### src/rtl/adder_share_arbiter_if.sv
// Request/response bundle between ALU front-end clients and the shared adder arbiter.
// Requesters drive the request side and the response consumer drives rsp_ready.
interface adder_share_arbiter_if #(
   parameter int N = 4
);
   localparam int IW = (N > 1) ? $clog2(N) : 1;

   logic [N-1:0]      req_valid;
   logic [N-1:0]      req_ready;
   logic [16*N-1:0]   req_a;
   logic [16*N-1:0]   req_b;
   logic [N-1:0]      req_sub;
   logic [N-1:0]      req_chain;
   logic              rsp_valid;
   logic              rsp_ready;
   logic [IW-1:0]     rsp_id;
   logic [15:0]       rsp_sum;
   logic              rsp_cout;
   logic              rsp_ovf;

   modport master (
      output req_valid, req_a, req_b, req_sub, req_chain, rsp_ready,
      input  req_ready, rsp_valid, rsp_id, rsp_sum, rsp_cout, rsp_ovf
   );

   modport slave (
      input  req_valid, req_a, req_b, req_sub, req_chain, rsp_ready,
      output req_ready, rsp_valid, rsp_id, rsp_sum, rsp_cout, rsp_ovf
   );
endinterface

### src/rtl/adder_share_arbiter.sv
// Round-robin sharing of one 16-bit ripple adder among N requesters, with per-requester
// saved carry for multi-beat wide operations and a single registered response slot.
module FullAdder16Bit (
   input  logic [15:0] a,
   input  logic [15:0] b,
   input  logic        cin,
   output logic [15:0] sum,
   output logic        cout
);
   logic carry;

   // Carry kept as a loop variable so the chain is a single combinational block.
   always_comb begin
      carry = cin;
      sum   = '0;
      for (int i = 0; i < 16; i++) begin
         sum[i] = a[i] ^ b[i] ^ carry;
         carry  = (a[i] & b[i]) | (carry & (a[i] ^ b[i]));
      end
      cout = carry;
   end
endmodule

module adder_share_arbiter #(
   parameter int N = 4
) (
   input  logic                 clk,
   input  logic                 rst,
   adder_share_arbiter_if.slave rif
);
   localparam int IW = (N > 1) ? $clog2(N) : 1;

   logic [IW-1:0] ptr_reg;
   logic [IW-1:0] ptr_next;
   logic [N-1:0]  carry_reg;
   logic          rsp_valid_reg;
   logic [IW-1:0] rsp_id_reg;
   logic [15:0]   rsp_sum_reg;
   logic          rsp_cout_reg;
   logic          rsp_ovf_reg;

   logic          slot_free;
   logic          gnt_found;
   logic [IW-1:0] gnt_idx;
   logic [IW-1:0] cand;
   logic [N-1:0]  ready_c;

   logic [15:0]   a_arr [N];
   logic [15:0]   b_arr [N];
   logic [15:0]   a_sel;
   logic [15:0]   bx_sel;
   logic          cin_sel;
   logic [15:0]   sum_c;
   logic          cout_c;
   logic          ovf_c;

   generate
      for (genvar gi = 0; gi < N; gi++) begin : g_unpack
         assign a_arr[gi] = rif.req_a[16*gi +: 16];
         assign b_arr[gi] = rif.req_b[16*gi +: 16];
      end
   endgenerate

   assign slot_free = !rsp_valid_reg || rif.rsp_ready;

   // Grant depends only on valids, pointer and slot state; operands never reach req_ready.
   always_comb begin
      gnt_found = 1'b0;
      gnt_idx   = '0;
      cand      = '0;
      ready_c   = '0;
      for (int k = 0; k < N; k++) begin
         cand = IW'((int'(ptr_reg) + k) % N);
         if (!gnt_found && slot_free && rif.req_valid[cand]) begin
            gnt_found = 1'b1;
            gnt_idx   = cand;
         end
      end
      if (gnt_found) begin
         ready_c[gnt_idx] = 1'b1;
      end
   end

   assign ptr_next      = (gnt_idx == IW'(N - 1)) ? '0 : gnt_idx + 1'b1;
   assign rif.req_ready = ready_c;

   assign a_sel   = a_arr[gnt_idx];
   assign bx_sel  = rif.req_sub[gnt_idx] ? ~b_arr[gnt_idx] : b_arr[gnt_idx];
   assign cin_sel = rif.req_chain[gnt_idx] ? carry_reg[gnt_idx] : rif.req_sub[gnt_idx];

   FullAdder16Bit u_adder (
      .a    (a_sel),
      .b    (bx_sel),
      .cin  (cin_sel),
      .sum  (sum_c),
      .cout (cout_c)
   );

   assign ovf_c = (a_sel[15] == bx_sel[15]) && (sum_c[15] != a_sel[15]);

   always_ff @(posedge clk or posedge rst) begin
      if (rst) begin
         ptr_reg       <= '0;
         carry_reg     <= '0;
         rsp_valid_reg <= 1'b0;
         rsp_id_reg    <= '0;
         rsp_sum_reg   <= '0;
         rsp_cout_reg  <= 1'b0;
         rsp_ovf_reg   <= 1'b0;
      end else if (gnt_found) begin
         ptr_reg            <= ptr_next;
         carry_reg[gnt_idx] <= cout_c;
         rsp_valid_reg      <= 1'b1;
         rsp_id_reg         <= gnt_idx;
         rsp_sum_reg        <= sum_c;
         rsp_cout_reg       <= cout_c;
         rsp_ovf_reg        <= ovf_c;
      end else if (rif.rsp_ready) begin
         rsp_valid_reg <= 1'b0;
      end
   end

   assign rif.rsp_valid = rsp_valid_reg;
   assign rif.rsp_id    = rsp_id_reg;
   assign rif.rsp_sum   = rsp_sum_reg;
   assign rif.rsp_cout  = rsp_cout_reg;
   assign rif.rsp_ovf   = rsp_ovf_reg;
endmodule
### src/flat_wrapper.sv
// flat-port wrapper written by rule: the top's interface ports become plain ports
module adder_share_arbiter_flat 
#(
   parameter int N = 4
)
  (clk, rst, rif_req_valid, rif_req_a, rif_req_b, rif_req_sub, rif_req_chain, rif_rsp_ready, rif_req_ready, rif_rsp_valid, rif_rsp_id, rif_rsp_sum, rif_rsp_cout, rif_rsp_ovf);
  adder_share_arbiter_if #(.N(N)) rif_i ();
  input  logic clk;
  input  logic rst;
  input wire logic [$bits(rif_i.req_valid)-1:0] rif_req_valid;
  input wire logic [$bits(rif_i.req_a)-1:0] rif_req_a;
  input wire logic [$bits(rif_i.req_b)-1:0] rif_req_b;
  input wire logic [$bits(rif_i.req_sub)-1:0] rif_req_sub;
  input wire logic [$bits(rif_i.req_chain)-1:0] rif_req_chain;
  input wire logic [$bits(rif_i.rsp_ready)-1:0] rif_rsp_ready;
  output wire logic [$bits(rif_i.req_ready)-1:0] rif_req_ready;
  output wire logic [$bits(rif_i.rsp_valid)-1:0] rif_rsp_valid;
  output wire logic [$bits(rif_i.rsp_id)-1:0] rif_rsp_id;
  output wire logic [$bits(rif_i.rsp_sum)-1:0] rif_rsp_sum;
  output wire logic [$bits(rif_i.rsp_cout)-1:0] rif_rsp_cout;
  output wire logic [$bits(rif_i.rsp_ovf)-1:0] rif_rsp_ovf;
  assign rif_i.req_valid = rif_req_valid;
  assign rif_i.req_a = rif_req_a;
  assign rif_i.req_b = rif_req_b;
  assign rif_i.req_sub = rif_req_sub;
  assign rif_i.req_chain = rif_req_chain;
  assign rif_i.rsp_ready = rif_rsp_ready;
  assign rif_req_ready = rif_i.req_ready;
  assign rif_rsp_valid = rif_i.rsp_valid;
  assign rif_rsp_id = rif_i.rsp_id;
  assign rif_rsp_sum = rif_i.rsp_sum;
  assign rif_rsp_cout = rif_i.rsp_cout;
  assign rif_rsp_ovf = rif_i.rsp_ovf;
  adder_share_arbiter #(.N(N)) u_core (.clk(clk), .rst(rst), .rif(rif_i));
endmodule
### config.mk
export PLATFORM = sky130hd
export DESIGN_NAME = adder_share_arbiter_flat
export DESIGN_NICKNAME = d
export VERILOG_FILES = /design/src/rtl/adder_share_arbiter_if.sv /design/src/rtl/adder_share_arbiter.sv /design/src/flat_wrapper.sv
export SDC_FILE = /design/constraint.sdc
export NUM_CORES = 1
export LEC_CHECK = 0
export CAP_MARGIN = 20
export CORE_ASPECT_RATIO = 1.25
export CORE_MARGIN = 2
export CORE_UTILIZATION = 39
export CTS_CLUSTER_DIAMETER = 120
export DETAILED_ROUTE_END_ITERATION = 10
export PLACE_DENSITY = 0.82
export SETUP_SLACK_MARGIN = 0.15
export SLEW_MARGIN = 20
export SYNTH_ARGS = -nofsm -noshare
export SYNTH_HDL_FRONTEND = slang
export SYNTH_SLANG_ARGS = --single-unit
### constraint.sdc
create_clock -name clk -period 9.9 [get_ports clk]
set_input_delay 1.485 -clock clk [delete_from_list [all_inputs] [get_ports clk]]
set_output_delay 1.485 -clock clk [all_outputs]
set_load 0.005 [all_outputs]
After elaboration in Yosys (flattened, before gate mapping)
Index checks and enable logic that the tools add are counted.

storage, ports and cells
  register bits = 27
  input port bits = 143
  output and inout bits = 25

operators by class
  add/subtract/negate cells = 4
  magnitude comparators = 7
  eq/ne operators = 3
  multiplexer cells = 37
  bitwise gates (word level) = 82
  reduce and logical (&&, ||, !) cells = 15

operators with widths
  cell                 count
  $mux 16              5
  $bmux 16 s2          2
  $and 1x1->1          32
  $xor 1x1->1          32
  $not 16->16          1
  $or 1x1->1           16
  $lt 2x3->1 const B   5
  $mux 1               15
  $bmux 1 s2           7
  $mux 2               5
  $logic_and 1x1->1    9
  $add 2x1->2 const B  2
  $add 2x2->2 const B  2
  $bwmux 4             1
  $logic_not 1->1      4
  $mux 4               1
  $ge 3x3->1 const B   1
  $not 2->3            1
  $demux 1 s2          1
  $eq 2x2->1 const B   1
  $ge 2x1->1 const B   1
  $reduce_bool 2->1    1
  $eq 1x1->1           1
  $logic_or 1x1->1     1
  $ne 1x1->1           1

Longest topological paths before layout
  depth after elaboration = 56
  mapped depth = 32
  depth with buffers taken out = 29

By module
From an unflattened synthesis, not the netlist that was laid out.

second synthesis, totals
  cell total of the unflattened synthesis = 363
  area total of the unflattened synthesis = 3199.3 µm²

modules (own cells, without submodules)
  module               instances  cells each  area each (µm²)  sequential area each (µm²)
  adder_share_arbiter  1          337         2841.5           675.6
  FullAdder16Bit       1          26          357.8            0.0

Least setup slack after synthesis
No wires, ideal clock.

  path type = input port to flip-flop
  from = input rif_req_valid[1]
  to = register u_core.rsp_ovf_reg, in the netlist u_core.rif.rsp_ovf
  arrival = 9.547 ns
  slack = 0.287 ns
  stages = 30
  cell sequence = a21boi_1 > o22ai_2 > nor3_4 > inv_4 > mux2i_1 > mux2_4 > buf_6 > mux2_1 > fa_1 > fa_1 > fa_1 > fa_1 > fa_1 > fa_1 > fa_1 > fa_1 > fa_1 > fa_1 > fa_1 > fa_1 > fa_1 > inv_1 > fa_1 > inv_1 > fa_1 > inv_1 > fa_1 > or3_1 > a211oi_1 > a221o_1

on the way
  word-level cells in the longest chain between the ends = 56

RTL lines
  item                            line                        source
  start, declared                 flat_wrapper.sv:10          input wire logic [$bits(rif_i.req_valid)-1:0] rif_req_valid;
  $bmux 1 s2                      adder_share_arbiter.sv:74   if (!gnt_found && slot_free && rif.req_valid[cand]) begin
  $mux 1 (not written as such)    adder_share_arbiter.sv:74
  $logic_and 1x1->1               adder_share_arbiter.sv:74
  $mux 1                          adder_share_arbiter.sv:74
  $logic_not 1->1                 adder_share_arbiter.sv:74
  $logic_and 1x1->1 (2 in a row)  adder_share_arbiter.sv:74
  $mux 1                          adder_share_arbiter.sv:74
  $logic_not 1->1                 adder_share_arbiter.sv:74
  [... 40 more ...]               -
  $and 1x1->1                     adder_share_arbiter.sv:18   carry = (a[i] & b[i]) | (carry & (a[i] ^ b[i]));
  $or 1x1->1                      adder_share_arbiter.sv:18
  $and 1x1->1                     adder_share_arbiter.sv:18
  $or 1x1->1                      adder_share_arbiter.sv:18
  $xor 1x1->1 *                   adder_share_arbiter.sv:17   sum[i] = a[i] ^ b[i] ^ carry;
  net u_core.sum_c[15]            adder_share_arbiter.sv:53   logic [15:0] sum_c;
  $ne 1x1->1 *                    adder_share_arbiter.sv:99   assign ovf_c = (a_sel[15] == bx_sel[15]) && (sum_c[15] != a_sel[15]);
  $logic_and 1x1->1 *             adder_share_arbiter.sv:99
  end signal, assigned            adder_share_arbiter.sv:117  rsp_ovf_reg <= ovf_c;
  end, declared                   adder_share_arbiter.sv:40   logic rsp_ovf_reg;

Mark *: on every way through the listed nets, which the timed path passes. The rest lies on a longest branch. The select of a mux whose other input is x is not followed.
A chain may end at the register's enable or synchronous reset.

Worst setup path in the final report
  from = input rif_rsp_ready
  to = register u_core.rsp_ovf_reg, in the netlist u_core.rif.rsp_ovf

on the way
  word-level cells in the longest chain between the ends = 55

RTL lines
  item                            line                       source
  start, declared                 flat_wrapper.sv:15         input wire logic [$bits(rif_i.rsp_ready)-1:0] rif_rsp_ready;
  $logic_or 1x1->1 *              adder_share_arbiter.sv:64  assign slot_free = !rsp_valid_reg || rif.rsp_ready;
  $logic_and 1x1->1               adder_share_arbiter.sv:74
  $mux 1                          adder_share_arbiter.sv:74
  $logic_not 1->1                 adder_share_arbiter.sv:74
  $logic_and 1x1->1 (2 in a row)  adder_share_arbiter.sv:74
  $mux 1                          adder_share_arbiter.sv:74
  $logic_not 1->1                 adder_share_arbiter.sv:74
  $logic_and 1x1->1 (2 in a row)  adder_share_arbiter.sv:74
  [... 38 more ...]               -
  $and 1x1->1                     adder_share_arbiter.sv:18
  $or 1x1->1                      adder_share_arbiter.sv:18
  $and 1x1->1                     adder_share_arbiter.sv:18
  $or 1x1->1                      adder_share_arbiter.sv:18
  $xor 1x1->1 *                   adder_share_arbiter.sv:17
  net u_core.sum_c[15]            adder_share_arbiter.sv:53
  $ne 1x1->1 *                    adder_share_arbiter.sv:99
  $logic_and 1x1->1 *             adder_share_arbiter.sv:99

Marks and branches as above.

==> impl_metrics.env <==
export IMPL_status="completed"
export IMPL_place_ws_ns=-0.5375
export IMPL_final_design_area_no_fill_um2=4761
export IMPL_die_w_um=81.28
export IMPL_grt_pass1_wl_mm=13.71
export IMPL_post_dp_cell_area_um2=4677
export IMPL_synth_area_um2=2912
export IMPL_cp_endpoint="u_core.rif.rsp_ovf"
export IMPL_crit_path_frequent_cell="fa_2"
export IMPL_rows=35
export IMPL_die_y_um=100.6
export IMPL_dpl_hpwl_mm=7.098
export IMPL_cts_tree="done"
export IMPL_htreeDepth=1
export IMPL_drt_total_wl_mm=8.450
export IMPL_fin_tns_setup_ns=0
export IMPL_drt_pass1_iter_count=4
export IMPL_cts_sink_count=27
export IMPL_clock_path_buffers=2
export IMPL_clockPowerShare_pct=9.2
export IMPL_critPathLaunchType="input port"
export IMPL_period_share_pct=95.58
export IMPL_synth_ff_type="dfrtp_1"
export IMPL_clock_latency_ns=0.28
export IMPL_max_cap_violations=0
export IMPL_synth_cells=333
export IMPL_grt_max_degree=39
export IMPL_slowest_delay_ns=0.48
export IMPL_drive_gt1_share_pct=10.04
export IMPL_swShare_pct=38.34
export IMPL_r2r_end="u_core.rif.rsp_ovf"
export IMPL_power_leakage_nw=2.164
export IMPL_slew_violations=0
export IMPL_synth_edff_count=0
export IMPL_via_per_inst=4.958
export IMPL_routedWlPerCell_um=14.32
export IMPL_largest_reg_flops=16
export IMPL_dieArea_um2=8177
export IMPL_r2r_cells=29
export IMPL_fmax_ghz=0.1057
export IMPL_p_per_area_nw_per_um2=150.0
export IMPL_finalHoldViolCount=0
export IMPL_fillerInstances=611
export IMPL_multi_input_area_um2=2092
export IMPL_place_congestion=0.8187
export IMPL_synth_cell_type_count=43
export IMPL_port_buffers=167
export IMPL_synth_yosys_seq_area_share_pct=23.21
export IMPL_synth_warnings=0
export IMPL_crit_fanout=7
export IMPL_cts_buffers=3
export IMPL_drc=0
export IMPL_combPwrFrac_pct=64.6
export IMPL_whs_ns=0.4829
export IMPL_grt_ovfl_total=0
export IMPL_cp_required_ns=10.12
export IMPL_cp_data_arrival_time_ns=9.68
export IMPL_ir_drop_mv=0.07903
export IMPL_hp_class="flip-flop to flip-flop"
export IMPL_setup_ws_ns=0.4378
export IMPL_core_region_area_um2=7313
export IMPL_ys_seq_elements=27
export IMPL_antenna_found_initial=0
export IMPL_ioPinCount=168
export IMPL_endpoint_kind="flip-flop"
export IMPL_dr_first_iter_drc_count=54
export IMPL_rsz0062_at_grt="false"
export IMPL_internal_power_uw=440.2
export IMPL_setup_viol=0
export IMPL_post_synth_cell_area_avg_um2=8.743
export IMPL_syn_nets=497
export IMPL_grt_pass1_vias=3105
export IMPL_tightest_slew_ns=0.6296
export IMPL_crit_start="rif_rsp_ready"
export IMPL_clk_pin_slew_worst_paths_ns=0.10
export IMPL_layout_nets=663
export IMPL_synthArstFlopShare_pct=100.0
export IMPL_r2r_start="u_core.ptr_reg[1]"
export IMPL_slowest_stage="clkdlybuf4s50_1"
export IMPL_seqPwrFrac_pct=26.2
export IMPL_max_slew_margin_pct=58.03
export IMPL_area_delta_synth_final_pct=63.52
export IMPL_path_class="input port to flip-flop"
export IMPL_grt_total_usage_pct=21.42
export IMPL_vias=2925
export IMPL_fin_crit_ns=9.462
export IMPL_postRouteAntennaNets=0
export IMPL_root_buffer="clkbuf_8"
export IMPL_diodes=0
export IMPL_power_switching_uw=273.8
export IMPL_ff_latch_area_um2=675.6
export IMPL_r2r_setup_slack_ns=1.37
export IMPL_fin_skew_ns=0.005879
export IMPL_start_util_pct=39.81
-- how the worst min path moves through the flow --
stage,depth (start not counted),to,start,slack (ns)
4_1_cts,2,u_core.rif.rsp_sum[5],u_core.rif.rsp_sum[5],0.49
2_1_floorplan,1,u_core.carry_reg[0],u_core.carry_reg[0],0.46
6_report,2,u_core.rif.rsp_sum[13],u_core.rif.rsp_sum[13],0.48
5_1_grt,1,u_core.carry_reg[3],u_core.carry_reg[3],0.52
3_5_place_dp,2,u_core.rif.rsp_sum[13],u_core.rif.rsp_sum[13],0.47
3_3_place_gp,2,u_core.rif.rsp_cout,u_core.rif.rsp_cout,0.46
-- power groups by stage --
stage	registers (mW)	logic [mW]	clock network (mW)
floorplan	0.186	0.256	0
global placement	0.186	0.443	0
detailed placement	0.190	0.457	0
CTS	0.187	0.467	0.0661
global route	0.193	0.523	0.0717
finish	0.187	0.462	0.0657
-- critical path: cells and delay by family --
family	cells	cell delay [ns]
AOI/OAI and AO/OA	2	0.33
adders and majority gates	16	5.59
buffers and inverters	5	0.78
muxes	3	0.74
and+or+nand+nor	3	0.75
-- cell families (layout without fill, tap and decap cells) --
| family | after synthesis | count (layout) | synth area share (%) |
|---|---|---|---|
| and+or+nand+nor | 133 | 133 | 19.47 |
| muxes | 64 | 64 | 22.43 |
| AOI/OAI and AO/OA | 41 | 41 | 8.767 |
| buffers and inverters | 31 | 196 | 6.102 |
| DFF | 27 | 27 | 23.21 |
| adders and majority gates | 21 | 21 | 13.15 |
| xor gates and xnor gates | 16 | 16 | 6.876 |
-- metrics by stage --
stage | power, mW | instances | utilization, %
floorplan | 0.4421 | 333 | -
global placement | 0.6291 | 586 | 63.95
detailed placement | 0.6471 | 586 | 63.95
CTS | 0.7199 | 590 | 64.96
global route | 0.7880 | 590 | 65.10
finish | 0.7140 | 590 | 65.10
-- cell usage after synthesis, types with 2 or more instances --
library cell / n / area [um^2]
nand2_1: 105 / 394.1
mux2i_1: 57 / 570.6
dfrtp_1: 27 / 675.7
fa_1: 16 / 320.3
o21ai_0: 15 / 75.07
nand3_1: 14 / 70.07
o21ai_1: 14 / 70.07
clkbuf_1: 11 / 41.29
xor2_2: 8 / 130.1
inv_1: 7 / 26.28
xor2_1: 6 / 52.55
buf_6: 5 / 56.30
ha_1: 5 / 62.56
mux2_1: 5 / 56.30
and2_1: 4 / 25.02
buf_2: 4 / 20.02
a21oi_1: 3 / 15.01
xnor2_1: 2 / 17.52
-- area by class of cell --
| class | instances | share of cell area, % |
|---|---|---|
| Multi-Input combinational cell | 275 | 43.94 |
| Timing Repair Buffer | 183 | 37.71 |
| Sequential cell | 27 | 14.19 |
| Tap cell | 92 | 2.418 |
| Clock buffer | 3 | 0.8673 |
| Inverter | 9 | 0.7622 |
| Clock inverter | 1 | 0.1051 |
-- per-layer routing --
layer	vias up	part of all wire (%)	GRT usage [%]
met3	10	5.9	2.957
met2	111	56	41.61
met1	1368	37	23.76
met4	0	1.3	5.346
met5	-	0	0
li1	1436	-	-
-- layout by cell type (no fill, tap or decap), types with 2 or more instances in the layout --
cell,instances
inv_1,6
nand2_1,105
xor2_2,8
mux2_1,5
dlymetal6s2s_1,2
o21ai_0,15
o21ai_1,14
clkbuf_8,3
ha_1,5
fa_2,10
xor2_1,6
fa_1,6
mux2i_1,57
buf_4,16
nand3_1,14
and2_1,4
a21oi_1,3
xnor2_1,2
dfrtp_1,27
clkdlybuf4s50_1,164
inv_2,2
-- what timing repair did --
action,CTS,global route
setup endpoints to repair,1,1
gates resized for setup,11,4
hold buffers,0,0
setup buffers,0,0
hold endpoints to repair,0,0
cloned,0,0
pin swaps,1,1
No activity file was read; power rests on OpenSTA's default activity.
